**src/rtl/filt_pkg.sv**
```systemverilog
// Shared types and clamp helpers for the time-multiplexed debounce controller.
package filt_pkg;

  typedef enum logic [1:0] {
    IDLE = 2'd0,
    WAIT = 2'd1,
    SCAN = 2'd2
  } state_e;

  function automatic int ch_w(input int n);
    return (n > 1) ? $clog2(n) : 1;
  endfunction

  function automatic int unsigned eff_thresh(input int unsigned t);
    return (t == 32'd0) ? 32'd1 : t;
  endfunction

  // A scan takes N_CH cycles, so the sample period must leave room for it plus the WAIT step.
  function automatic int unsigned eff_div(input int unsigned d, input int unsigned n_ch);
    return (d < (n_ch + 32'd1)) ? (n_ch + 32'd1) : d;
  endfunction

endpackage

```
**src/rtl/filt_tick_gen.sv**
```systemverilog
// Sample-period prescaler: counts while enabled and pulses tick_o for one cycle when the count hits div_i.
module filt_tick_gen #(
  parameter int DIV_W = 16
) (
  input  logic             clk,
  input  logic             rst_n,
  input  logic             en_i,
  input  logic             clr_i,
  input  logic [DIV_W-1:0] div_i,
  output logic             tick_o
);

  logic [DIV_W-1:0] cnt_q, cnt_d;

  always_comb begin
    tick_o = en_i && (cnt_q == div_i);
    cnt_d  = cnt_q;
    if (clr_i) begin
      cnt_d = '0;
    end else if (tick_o) begin
      cnt_d = '0;
    end else if (en_i) begin
      cnt_d = cnt_q + {{(DIV_W-1){1'b0}}, 1'b1};
    end else begin
      cnt_d = cnt_q;
    end
  end

  always_ff @(posedge clk or negedge rst_n) begin
    if (!rst_n) begin
      cnt_q <= '0;
    end else begin
      cnt_q <= cnt_d;
    end
  end

endmodule

```
**src/rtl/filt_scan_ctrl.sv**
```systemverilog
// Debounce controller: one shared run-length filter walks all channels after each sample tick
// and reports every level flip through a single-entry valid/ready event slot.
module filt_scan_ctrl
  import filt_pkg::*;
#(
  parameter int N_CH  = 8,
  parameter int CNT_W = 4,
  parameter int DIV_W = 16,
  localparam int CH_W = ch_w(N_CH)
) (
  input  logic             clk,
  input  logic             rst_n,
  input  logic             en,
  input  logic [DIV_W-1:0] div,
  input  logic [CNT_W-1:0] thresh,
  input  logic [N_CH-1:0]  raw,
  output logic [N_CH-1:0]  filt,
  output logic             evt_valid,
  input  logic             evt_ready,
  output logic [CH_W-1:0]  evt_ch,
  output logic             evt_level,
  output logic             busy,
  output logic             ovf,
  input  logic             ovf_clr
);

  state_e            state_q, state_d;
  logic [CH_W-1:0]   idx_q, idx_d;
  logic [N_CH-1:0]   snap_q, snap_d;
  logic [N_CH-1:0]   filt_q, filt_d;
  logic [CNT_W-1:0]  cnt_q [N_CH];
  logic [CNT_W-1:0]  cnt_d [N_CH];
  logic              evt_valid_q, evt_valid_d;
  logic [CH_W-1:0]   evt_ch_q, evt_ch_d;
  logic              evt_level_q, evt_level_d;
  logic              ovf_q, ovf_d;
  logic              tick_s;
  logic              slot_free_s;
  int unsigned       run_inc_s;
  int unsigned       thr_s;

  filt_tick_gen #(.DIV_W(DIV_W)) u_tick (
    .clk    (clk),
    .rst_n  (rst_n),
    .en_i   (state_q != IDLE),
    .clr_i  (state_q == IDLE),
    .div_i  (DIV_W'(eff_div(32'(div), unsigned'(N_CH)))),
    .tick_o (tick_s)
  );

  always_comb begin
    state_d     = state_q;
    idx_d       = idx_q;
    snap_d      = snap_q;
    filt_d      = filt_q;
    cnt_d       = cnt_q;
    evt_valid_d = evt_valid_q;
    evt_ch_d    = evt_ch_q;
    evt_level_d = evt_level_q;
    ovf_d       = ovf_q;
    slot_free_s = !evt_valid_q || evt_ready;
    run_inc_s   = 32'(cnt_q[idx_q]) + 32'd1;
    thr_s       = eff_thresh(32'(thresh));

    if (evt_valid_q && evt_ready) begin
      evt_valid_d = 1'b0;
    end else begin
      evt_valid_d = evt_valid_q;
    end
    // Clear first so a same-cycle drop below still sets the flag.
    if (ovf_clr) begin
      ovf_d = 1'b0;
    end else begin
      ovf_d = ovf_q;
    end

    if (!en) begin
      state_d = IDLE;
      for (int i = 0; i < N_CH; i++) cnt_d[i] = '0;
    end else begin
      case (state_q)
        IDLE: state_d = WAIT;
        WAIT: begin
          if (tick_s) begin
            state_d = SCAN;
            snap_d  = raw;
            idx_d   = '0;
          end else begin
            state_d = WAIT;
          end
        end
        SCAN: begin
          if (snap_q[idx_q] == filt_q[idx_q]) begin
            cnt_d[idx_q] = '0;
          end else if (run_inc_s >= thr_s) begin
            filt_d[idx_q] = ~filt_q[idx_q];
            cnt_d[idx_q]  = '0;
            if (slot_free_s) begin
              evt_valid_d = 1'b1;
              evt_ch_d    = idx_q;
              evt_level_d = ~filt_q[idx_q];
            end else begin
              ovf_d = 1'b1;
            end
          end else if (cnt_q[idx_q] != {CNT_W{1'b1}}) begin
            cnt_d[idx_q] = cnt_q[idx_q] + {{(CNT_W-1){1'b0}}, 1'b1};
          end else begin
            cnt_d[idx_q] = cnt_q[idx_q];
          end
          if (idx_q == CH_W'(N_CH - 1)) begin
            state_d = WAIT;
          end else begin
            idx_d = idx_q + {{(CH_W-1){1'b0}}, 1'b1};
          end
        end
        default: state_d = IDLE;
      endcase
    end
  end

  always_ff @(posedge clk or negedge rst_n) begin
    if (!rst_n) begin
      state_q     <= IDLE;
      idx_q       <= '0;
      snap_q      <= '0;
      filt_q      <= '0;
      evt_valid_q <= 1'b0;
      evt_ch_q    <= '0;
      evt_level_q <= 1'b0;
      ovf_q       <= 1'b0;
      for (int i = 0; i < N_CH; i++) cnt_q[i] <= '0;
    end else begin
      state_q     <= state_d;
      idx_q       <= idx_d;
      snap_q      <= snap_d;
      filt_q      <= filt_d;
      evt_valid_q <= evt_valid_d;
      evt_ch_q    <= evt_ch_d;
      evt_level_q <= evt_level_d;
      ovf_q       <= ovf_d;
      for (int i = 0; i < N_CH; i++) cnt_q[i] <= cnt_d[i];
    end
  end

  assign filt      = filt_q;
  assign evt_valid = evt_valid_q;
  assign evt_ch    = evt_ch_q;
  assign evt_level = evt_level_q;
  assign ovf       = ovf_q;
  assign busy      = (state_q == SCAN);

endmodule
```
**config.mk**
```make
export PLATFORM = sky130hd
export DESIGN_NAME = filt_scan_ctrl
export DESIGN_NICKNAME = d
export VERILOG_FILES = /design/src/rtl/filt_pkg.sv /design/src/rtl/filt_tick_gen.sv /design/src/rtl/filt_scan_ctrl.sv
export SDC_FILE = /design/constraint.sdc
export NUM_CORES = 1
export LEC_CHECK = 0
export CAP_MARGIN = 20
export CORE_MARGIN = 2
export CORE_UTILIZATION = 45
export DETAILED_ROUTE_END_ITERATION = 16
export HOLD_SLACK_MARGIN = 0.08
export MAX_ROUTING_LAYER = met4
export PLACE_DENSITY = 0.71
export SLEW_MARGIN = 0
export SYNTH_ARGS = -nofsm -noshare
export SYNTH_HDL_FRONTEND = slang
export SYNTH_HIERARCHICAL = 1
export SYNTH_SLANG_ARGS = --single-unit
```
**constraint.sdc**
```tcl
create_clock -name clk -period 4.7 [get_ports clk]
set_clock_uncertainty 0.15 [all_clocks]
set_input_delay 0.705 -clock clk [delete_from_list [all_inputs] [get_ports clk]]
set_output_delay 0.705 -clock clk [all_outputs]
set_load 0.05 [all_outputs]
```
### Word level (Yosys, flattened, before mapping)

Cells that the tools add are included.

| word-level totals | value |
|---|---|
| bits in registers | 75 |
| latch bits | 0 |
| input bits | 33 |
| RAM bits | 0 |
| memory bits (read-only) | 0 |
| output and inout bits | 15 |
| word-level logic and storage cells | 100 |
| memories | 0 |

| operators by class | value |
|---|---|
| bitwise logic cells | 5 |
| shift operators | 0 |
| reduce and logical (&&, ||, !) cells | 15 |
| multipliers | 0 |
| divide/modulo/power cells | 0 |
| add/subtract/negate cells | 4 |
| equal/unequal tests | 10 |
| multiplexer cells | 43 |
| order comparisons | 6 |

Operators with widths:

| cell | count |
|---|---|
| 32-bit 2-to-1 mux | 5 |
| 32-bit bitwise mux | 2 |
| 16-bit 2-to-1 mux | 4 |
| 32-bit bitwise AND | 1 |
| 32-bit inverter | 1 |
| 16-bit by 1-bit adder with 16-bit output, second input constant | 1 |
| 16-bit equality test | 1 |
| 16-bit by 4-bit less-than comparator with 1-bit output, second input constant | 1 |
| 4-bit 2-to-1 mux | 4 |
| 1-bit 2-to-1 mux | 15 |
| 4-bit binary-select mux with 3-bit select | 1 |
| 4-bit demux with 3-bit select | 1 |
| 8-bit bitwise mux | 1 |
| 4-bit AND reduction | 2 |
| 1-bit binary-select mux with 3-bit select | 2 |
| 2-bit 2-to-1 mux | 3 |
| 3-bit 2-to-1 mux | 2 |
| 2-bit one-hot mux with 3 select lines | 1 |
| 3-bit one-hot mux with 2 select lines | 1 |
| 4-bit by 1-bit adder with 5-bit output, second input constant | 1 |
| 5-bit by 4-bit greater-or-equal comparator with 1-bit output | 1 |
| 5-bit AND reduction | 1 |
| 4-bit by 1-bit adder with 4-bit output, second input constant | 1 |
| 4-bit greater-or-equal comparator, second input constant | 1 |
| 23 further kinds | 29 |

### Longest topological paths before layout

| logic depth | value |
|---|---|
| word-level depth | 11 |
| gate-level depth with buffers | 13 |
| mapped depth without buffers | 11 |

### Hierarchy

Netlist, hierarchy kept.

By module, submodules not included:

| module | area each (µm²) | times used | cells each | sequential area each (µm²) |
|---|---|---|---|---|
| filt_scan_ctrl | 3473.3 | 1 | 330 | 1476.4 |
| filt_tick_gen | 1096.1 | 1 | 117 | 400.4 |

### Worst setup path after synthesis

Ideal clock, no wire load.

| path | value |
|---|---|
| path kind | register to register |
| from | register idx_q[0] |
| to | register evt_ch_q[0] (netlist: evt_ch[0]) |
| required time | 4.422 ns |
| stages on the path, launching flop included | 13 |
| library setup time | 0.128 ns |
| path slack | 1.169 ns |
| period minus slack after synthesis | 3.531 ns |
| arrival time | 3.254 ns |
| buffers on the path | 3 |
| cell sequence | dfrtp_1 -> buf_6 -> buf_8 -> clkbuf_1 -> a211oi_1 -> or3_1 -> ha_1 -> ha_1 -> a21o_1 -> a211o_1 -> a31oi_4 -> nor4b_4 -> mux2_1 |

| between the ends | value |
|---|---|
| longest elaborated chain between the ends | 7 |
| elaborated cells between the ends (all ways) | 13 |
| those cells by class | add/sub: 1; order compare: 1; eq/ne: 1; mux: 7; bitwise: 2; reduce/logical: 1 |

Ends and longest elaborated chain:

| what | line | RTL |
|---|---|---|
| from (decl) | filt_scan_ctrl.sv:28 | `logic [CH_W-1:0] idx_q, idx_d;` |
| from (signal assigned) | filt_scan_ctrl.sv:134 | `idx_q <= idx_d;` |
| 3-bit inverter with 4-bit output (implied by the code) | filt_scan_ctrl.sv:62 | `run_inc_s = 32'(cnt_q[idx_q]) + 32'd1;` |
| 4-bit binary-select mux with 3-bit select | filt_scan_ctrl.sv:62 |  |
| 4-bit 2-to-1 mux (implied by the code) (2 in a row) | filt_scan_ctrl.sv:62 |  |
| 4-bit by 1-bit adder with 5-bit output | filt_scan_ctrl.sv:62 |  |
| 5-bit by 4-bit greater-or-equal comparator with 1-bit output | filt_scan_ctrl.sv:95 | `end else if (run_inc_s >= thr_s) begin` |
| 5-bit AND reduction (no line) | -- |  |
| to (signal assigned) | filt_scan_ctrl.sv:138 | `evt_ch_q <= evt_ch_d;` |
| to (decl) | filt_scan_ctrl.sv:34 | `logic [CH_W-1:0] evt_ch_q, evt_ch_d;` |

Several ways; a longest one is shown, not always the timed one. The select of a mux whose other input is x is not followed.
A chain may end at the register's enable or synchronous reset.

### Worst setup path after layout

| path | value |
|---|---|
| from | register idx_q[1] |
| to | register evt_ch_q[1] (netlist: evt_ch[1]) |

Same word-level chain as after synthesis.

==> results.json <==
{
  "required_ns": 4.78,
  "via_per_inst": 5.87,
  "place_inst": 602,
  "synth_cells": 447,
  "slew_viol_final": 0,
  "cts_tree": "yes",
  "grt_pass1_wl_um": 18500,
  "critPathCaptureType": "flop",
  "drt_iter0_markers": 209,
  "ys_seq_area_share_pct": 41.1,
  "num_rows": 36,
  "place_worst_setup_slack_ns": 0.778,
  "hp-class": "input port to async pin",
  "crit_start": "idx_q[1]$_DFFE_PN0P_",
  "io_pins": 48,
  "synth-edff-count": 0,
  "coreArea_um2": 9820,
  "setup_violations": 0,
  "power-per-cell-area_nw_per_um2": 238,
  "tightest_slew_ns": 0.863,
  "root_buffer": "clkbuf_8",
  "grt_start_max_net_pins": 40,
  "worstSetupPathType": "flop to flop",
  "die_w_um": 105,
  "synth_nets": 492,
  "async_flop_share_pct": 100,
  "drv_cap": 0,
  "yosysWarnings": 6,
  "cts-buffers-inserted": 9,
  "worst_setup_path_start_kind": "flop",
  "final_cells": 618,
  "hold_viol_final": 0,
  "die_area_um2": 11000,
  "worstPathMaxFanout": 19,
  "mostFrequentLayoutCell": "dfrtp_1",
  "layout_common_cells": "dfrtp_1 (75), clkdlybuf4s50_1 (46), nand3_1 (45)",
  "io_buffers": 47,
  "ys_seq_elements": 75,
  "layout-drive-gt1-share_pct": 14.6,
  "diodes": 0,
  "hold_ws_ns": 0.306,
  "cts_htree_levels": 3,
  "syn_to_final_growth_pct": 15.9,
  "start_util_pct": 46.5,
  "path_clk_slew_ns": 0.09,
  "finalCritPeriodShare_pct": 83.5,
  "syn_area_per_cell_um2": 10.2,
  "maxSlewHeadroom_pct": 42.4,
  "synth-main-ff-cell": "dfrtp_1",
  "yosys.cell_types.count": 67,
  "cts-hold-fix-buffers": 0,
  "clk_path_buf_depth": 2,
  "timing.fmax_mhz": 255,
  "antenna_left": 0,
  "cts.sinks": 75,
  "cts_setup_buffers": 0,
  "worstReg2RegStart": "idx_q[1]$_DFFE_PN0P_",
  "track_usage_pct": 21.7,
  "die_h_um": 105,
  "nets": 525,
  "grt_overflow": 0,
  "remaining_drc_errors": 0,
  "setup_slack_ns": 0.777,
  "cp.arrival_ns": 4.01,
  "grt_antenna_before_repair": 0,
  "gp_congestion": 0.920,
  "leakage_nw": 2.21,
  "clk-insertion-delay-late_ns": 0.36,
  "grt_pass1_vias": 3583,
  "finalSetupTns_ns": 0,
  "dp.final_hpwl_um": 7950,
  "period_needed_ns": 3.92,
  "peakVddDrop_uv": 179,
  "netlist_area_um2": 4570,
  "rsz0062_at_grt": "false",
  "cts_resized": 0,
  "vias": 3626,
  "status": "complete, no violations",
  "wl_per_cell_um": 17.8,
  "wl_um": 11000,
  "dr.pass1.iters": 5
}
-- state kept, by name (all words and copies together), names as in the netlist --
signal / cells
evt_ch: 3
filt: 8
snap_q: 8
idx_q: 3
state_q: 2
evt_valid: 1
u_tick/cnt_q: 16
cnt_q: 32
evt_level: 1
ovf: 1
-- area by class of cell --
cell class                      count  area [um^2]
Tap cell                          133          166
Fill cell                         901         4520
Sequential cell                    75         1880
Clock buffer                       10          138
Timing Repair Buffer               56          533
Inverter                           12         45.0
Multi-Input combinational cell    326         2470
Clock inverter                      6         65.1
-- routing by layer --
metal	routed length [um]	track usage, %	vias to the layer above
met3	538	4.18	18
met2	5250	33.5	99
met5	0	-	-
li1	-	-	1688
met1	4990	29.1	1821
met4	208	6.95	0
-- final timing paths --
check / end / depth (start not counted) / slack (ns)
worst max register to register: evt_ch[1]$_DFFE_PN0P_ / 10 / 0.78
min in group clk: ovf$_DFF_PN0_ / 1 / 0.34
worst max-delay path: evt_ch[1]$_DFFE_PN0P_ / 10 / 0.78
max in group asynchronous: snap_q[4]$_DFFE_PN0P_ / 2 / 3.08
worst min register to register: ovf$_DFF_PN0_ / 1 / 0.34
worst min-delay path: filt[0]$_DFFE_PN0P_ / 1 / 0.31
-- kinds of logic after synthesis --
kind of cell	after synthesis	synth area share, %
AND/OR/NAND/NOR	178	21.2
flip-flops	75	41.1
AO/OA/AOI/OAI	67	11.6
buffers and inverters	46	4.82
multiplexers	39	11.7
XOR/XNOR	30	6.33
adder cells (fa/ha/maj)	12	3.29
-- metrics by stage --
stage | instance area (um^2) | power (mW) | util (%)
5_1_grt | 5300 | 1.31 | 53.9
2_1_floorplan | 4570 | 0.708 | -
3_5_place_dp | 5090 | 0.755 | 51.9
6_report | 5300 | 1.26 | 53.9
3_3_place_gp | 5090 | 0.754 | 51.9
4_1_cts | 5300 | 1.28 | 53.9
-- cell usage after synthesis (all sizes together) (2+ instances only) --
cell | count | area [um^2]
nor2 | 16 | 60.1
o21ai | 29 | 175
and4 | 3 | 26.3
a221oi | 3 | 32.5
a21oi | 4 | 20.0
nand3b | 4 | 30.0
ha | 12 | 150
dfrtp | 75 | 1880
nand2 | 39 | 146
nand3 | 46 | 243
mux2 | 26 | 300
nor3b | 3 | 22.5
clkbuf | 21 | 78.8
mux4 | 6 | 139
nand4 | 12 | 75.1
xnor2 | 12 | 105
a21o | 2 | 15.0
o31ai | 3 | 22.5
mux2i | 7 | 95.1
inv | 12 | 45.0
nor4b | 2 | 38.8
nor2b | 6 | 37.5
buf | 13 | 96.3
and2 | 2 | 12.5
a31o | 2 | 17.5
nor4 | 11 | 75.1
nor3 | 21 | 110
a22oi | 2 | 28.8
xor2 | 18 | 184
and4b | 2 | 20.0
a211oi | 3 | 22.5
a21boi | 9 | 71.3
and3 | 3 | 18.8
nand2b | 4 | 25.0
-- where the power goes --
part	internal [mW]	switching (mW)
registers	0.646	0.00384
logic	0.0412	0.0510
clock network	0.260	0.260
total	0.947	0.314
-- worst max-delay path, cell delays in order, from the launching register on --
cell and delay [ns]:
dfrtp_1 0.80, inv_1 0.23, a211oi_1 0.43, or3_1 0.19, ha_1 0.25, ha_1 0.30
a21o_1 0.15, a211o_1 0.38, a31oi_4 0.42, nor4b_4 0.12, mux2_1 0.34
(Power assumes the default switching activity.)
